`src/rtl/aes_stream_ctrl.sv`:
```
// Sequencing controller in front of the AES core: applies keys, streams
// plaintext blocks one at a time, and returns ciphertext with a round-trip check.
module aes_stream_ctrl #(
  parameter int KEYX_LAT = 10,
  parameter int CORE_LAT = 11
) (
  input  logic         clk,
  input  logic         rst,
  input  logic [127:0] key_in,
  input  logic         key_load,
  input  logic         in_valid,
  output logic         in_ready,
  input  logic [127:0] in_data,
  output logic [127:0] core_key,
  output logic [127:0] core_plain,
  input  logic [127:0] core_cipher,
  input  logic [127:0] core_decrypted,
  output logic         out_valid,
  input  logic         out_ready,
  output logic [127:0] out_data,
  output logic         out_err,
  output logic         err_sticky,
  output logic         key_valid,
  output logic [15:0]  blk_count
);

  typedef enum logic [1:0] {IDLE, KEYX, WAIT, OUT} state_t;

  localparam logic [15:0] KEYX_CNT = 16'(KEYX_LAT);
  localparam logic [15:0] CORE_CNT = 16'(CORE_LAT);

  state_t       state;
  logic [15:0]  cnt;
  logic         key_pend;
  logic [127:0] key_shadow;
  logic [127:0] ref_plain;
  logic         mismatch;

  // The only combinational output: a key request in the same cycle blocks acceptance.
  assign in_ready = (state == IDLE) && key_valid && !key_pend && !key_load;
  assign mismatch = (core_decrypted != ref_plain);

  // NOTE: every register below is written with <= so all updates see pre-edge values.
  always_ff @(posedge clk or negedge rst) begin
    if (!rst) begin
      state      <= IDLE;
      cnt        <= '0;
      key_pend   <= 1'b0;
      key_shadow <= '0;
      ref_plain  <= '0;
      core_key   <= '0;
      core_plain <= '0;
      out_valid  <= 1'b0;
      out_data   <= '0;
      out_err    <= 1'b0;
      err_sticky <= 1'b0;
      key_valid  <= 1'b0;
      blk_count  <= '0;
    end else begin
      // Keys requested while busy are parked; the last request wins.
      if (key_load && state != IDLE) begin
        key_pend   <= 1'b1;
        key_shadow <= key_in;
      end

      case (state)
        IDLE: begin
          if (key_load) begin
            core_key   <= key_in;
            err_sticky <= 1'b0;
            key_pend   <= 1'b0;
            cnt        <= KEYX_CNT;
            state      <= KEYX;
          end else if (key_pend) begin
            core_key   <= key_shadow;
            err_sticky <= 1'b0;
            key_pend   <= 1'b0;
            cnt        <= KEYX_CNT;
            state      <= KEYX;
          end else if (in_valid && in_ready) begin
            core_plain <= in_data;
            ref_plain  <= in_data;
            cnt        <= CORE_CNT;
            state      <= WAIT;
          end
        end

        KEYX: begin
          cnt <= cnt - 16'd1;
          if (cnt == 16'd1) begin
            key_valid <= 1'b1;
            state     <= IDLE;
          end
        end

        WAIT: begin
          cnt <= cnt - 16'd1;
          if (cnt == 16'd1) begin
            out_data   <= core_cipher;
            out_err    <= mismatch;
            err_sticky <= err_sticky | mismatch;
            out_valid  <= 1'b1;
            state      <= OUT;
          end
        end

        OUT: begin
          if (out_ready) begin
            out_valid <= 1'b0;
            blk_count <= blk_count + 16'd1;
            state     <= IDLE;
          end
        end

        default: state <= IDLE;
      endcase
    end
  end

endmodule

```
`config.mk`:
```
export PLATFORM = sky130hd
export DESIGN_NAME = aes_stream_ctrl
export DESIGN_NICKNAME = d
export VERILOG_FILES = /design/src/rtl/aes_stream_ctrl.sv
export SDC_FILE = /design/constraint.sdc
export NUM_CORES = 1
export LEC_CHECK = 0
export CAP_MARGIN = 20
export CORE_AREA = 2 2 364 366
export CTS_BUF_LIST = sky130_fd_sc_hd__clkbuf_8
export CTS_CLUSTER_SIZE = 20
export DETAILED_ROUTE_END_ITERATION = 8
export DIE_AREA = 0 0 366 368
export PLACE_DENSITY = 0.49
export SLEW_MARGIN = 20
export SYNTH_ARGS = -nofsm -noshare
export SYNTH_HDL_FRONTEND = slang
export SYNTH_SLANG_ARGS = --single-unit
```
`constraint.sdc`:
```
create_clock -name clk -period 4.3 [get_ports clk]
set_input_delay 0.645 -clock clk [delete_from_list [all_inputs] [get_ports clk]]
set_output_delay 0.645 -clock clk [all_outputs]
set_load 0.01 [all_outputs]
```
==> run metrics <==
largest cells by area after synthesis dfrtp_1, mux2_2, mux2i_1, xor2_1, o21ai_0; max_slew headroom a little under a third; synth unique cells 38; Post-Syn Nets 2253; Worst Hold Class flip-flop to flip-flop; synthesized area per cell between 10 and 15 um2; Period Utilization, post-route 84.9%; Post-DP HPWL about 72000 um; endpoints failing setup 0; crit path time final 3650 ps; Worst Skew 40.9 ps; CP Launch Type flip-flop; VDD IR max about 0.00031 V; number of synthesized flops with an enable pin 0; Layout Area Growth over Synthesis 59.4%; Routed WL slightly above 90000 um; Yosys reg bits approximately 550; CTS max path bufs 3; most instantiated library cell after synthesis dfrtp_1; area occupied by registers between 10000 and 15000 um2; Final GP Congestion between 0.8 and 0.9; drt pass-1 iters 5; Via density around 3.8; cell accounting for the most synthesized area dfrtp_1; Design Power approximately 23 mW; Max FO, Critical Path 8; filler instances about 14000; Avg WL per Cell around 20 um; final hold slack 474 ps; die width roughly 370 um; Clock Sink Count 551; Netlist Area Pre-Place approximately 23000 um2; DRC errors left 0; number of global-route vias before repair roughly 18000; Worst Setup Path Type flip-flop to output port; fraction of registers with async set/reset 100%; die height between 300 and 400 um; top_reg_cell synth dfrtp_1; maximum capacitance violations 0; IO buf count between 900 and 1000; # rows about 130; Synth Warn # 0; share of layout cells above drive strength 1 a little over a fifth; Req. time, crit path between 3000 and 4000 ps; clock slew seen by the registers of the worst setup and hold paths 60 ps; Gates resized, CTS repair 0; endpoints failing hold 0; Inserted Clock Buffers approximately 110; maximum clock frequency 0.274 GHz; Crit. End Element output port; GRT Total Usage a little over an eighth; setup TNS 0 ps; sequential share of the synthesized area between 50% and 60%; status completed; Detail Route Antenna Nets 0; Final Slew Violations 0; crit path DAT about 3000 ps; Worst-Skew Late Latency roughly 760 ps; vias 17400; area of the multi-input gates 9100 um2; CP max stage delay 570 ps; cell chain of the critical path inv_1, ha_1, nor3b_1, and2_1, clkdlybuf4s50_1; Synth top area share between 50% and 60%; power per cell area around 610 nW/um2; CTS Hold Buffers Added 1; initial core utilization about 18%; Slew @ Worst Pin 1020 ps; largest net degree at the start of global routing 99; flop2flop setup slack between 1000 and 1500 ps; initial antenna violation count 34; remaining global-route overflow 0; core outline area between 100000 and 150000 um2; Critical-path top delay cell clkdlybuf4s50_1; nets@finish between 3000 and 4000; I/O Pins between 900 and 1000; H-tree depth 3; TritonCTS clock tree yes; leakage power 15.9 nW; Die Area between 100000 and 150000 um2; clk root buf clkbuf_8; commonest cells in the synthesized netlist dfrtp_1, mux2_2, nand2_1, o21ai_0, xor2_1; initial DRC count roughly 740; number of post-CTS setup repair buffers 0; RSZ-0062 raised after global routing false; first-pass GRT wire length around 130000 um; Synth Instances around 1700
[worst paths after layout]
check                                   from             to  cells after the start
worst min-delay path            core_key[88]   core_key[88]                      2
min in group asynchronous                rst  blk_count[14]                      2
worst max-delay path                state[0]       in_ready                      5
worst min register to register  core_key[88]   core_key[88]                      2
worst max register to register       cnt[11]   out_data[21]                      5
max in group asynchronous                rst   core_key[90]                      3
[registers in the layout, summed over array words and instances, names as in the netlist]
register and count:
state 2, key_shadow 128, err_sticky 1, out_data 128, out_valid 1, blk_count 16
ref_plain 128, out_err 1, key_pend 1, core_key 128, key_valid 1, cnt 16
[cells in the final DEF, fill, tap and decap left out, types with 7 or more instances in the layout]
cell / count
nand3_1: 7
buf_4: 40
mux2_2: 386
inv_1: 43
nand4_1: 12
nand2_1: 144
o21ai_0: 136
nor4_1: 35
xnor2_1: 18
clkdlybuf4s50_1: 919
nor3_1: 7
xor2_1: 133
clkbuf_8: 134
buf_12: 14
ha_1: 7
diode_2: 18
nor2_1: 21
dfrtp_1: 551
mux2i_1: 130
[critical path, delay by kind of cell (launching register included)]
family	cells	cell delay [ps]
DFF	1	400
and+or+nand+nor	2	720
adders and majority gates	1	430
buffers and inverters	2	680
[power breakdown]
group	switching, mW	leakage [nW]	total (mW)	internal [mW]
registers	1.59	6.76	8.82	7.24
clock network	2.34	1.24	5.34	3.00
logic	3.65	7.86	8.47	4.83
total	7.57	15.9	22.6	15.1
[cells by family (layout without fill, tap and decap cells)]
kind of cell,Yosys count,after routing,synth area share [%]
compound gates,159,159,3.63
xor+xnor,151,151,5.68
fa+ha+maj,7,7,0.376
buf+inv,95,1167,1.95
flops,551,551,59.2
mux,516,516,24.2
other cells,0,18,0
simple gates,250,250,4.96
[cell type report]
cell class,instances,area share (%)
timing repair buffer,976,26.4
clock buffer,133,4.93
clock inverter,51,0.899
multi-input combinational,1083,24.5
antenna,18,0.121
tap,1755,5.91
inverter,7,0.0707
sequential,551,37.1
[routing by layer]
layer	global-route usage [%]	wire (um)
met5	0	195
met1	16.2	38200
met3	6.71	9580
met2	20.7	41400
met4	4.34	2480
[metrics by stage]
step / setup slack [ps] / instances / util [%] / instance area, um2
after floorplan: 1720 / 1729 / - / 23300
after global placement: 1180 / 4371 / 26.7 / 34900
after detailed placement: 1170 / 4371 / 26.7 / 34900
after CTS: 480 / 4556 / 28.4 / 37100
after global routing: 413 / 4559 / 28.4 / 37100
final: 651 / 4574 / 28.4 / 37100
(Power assumes the default switching activity.)
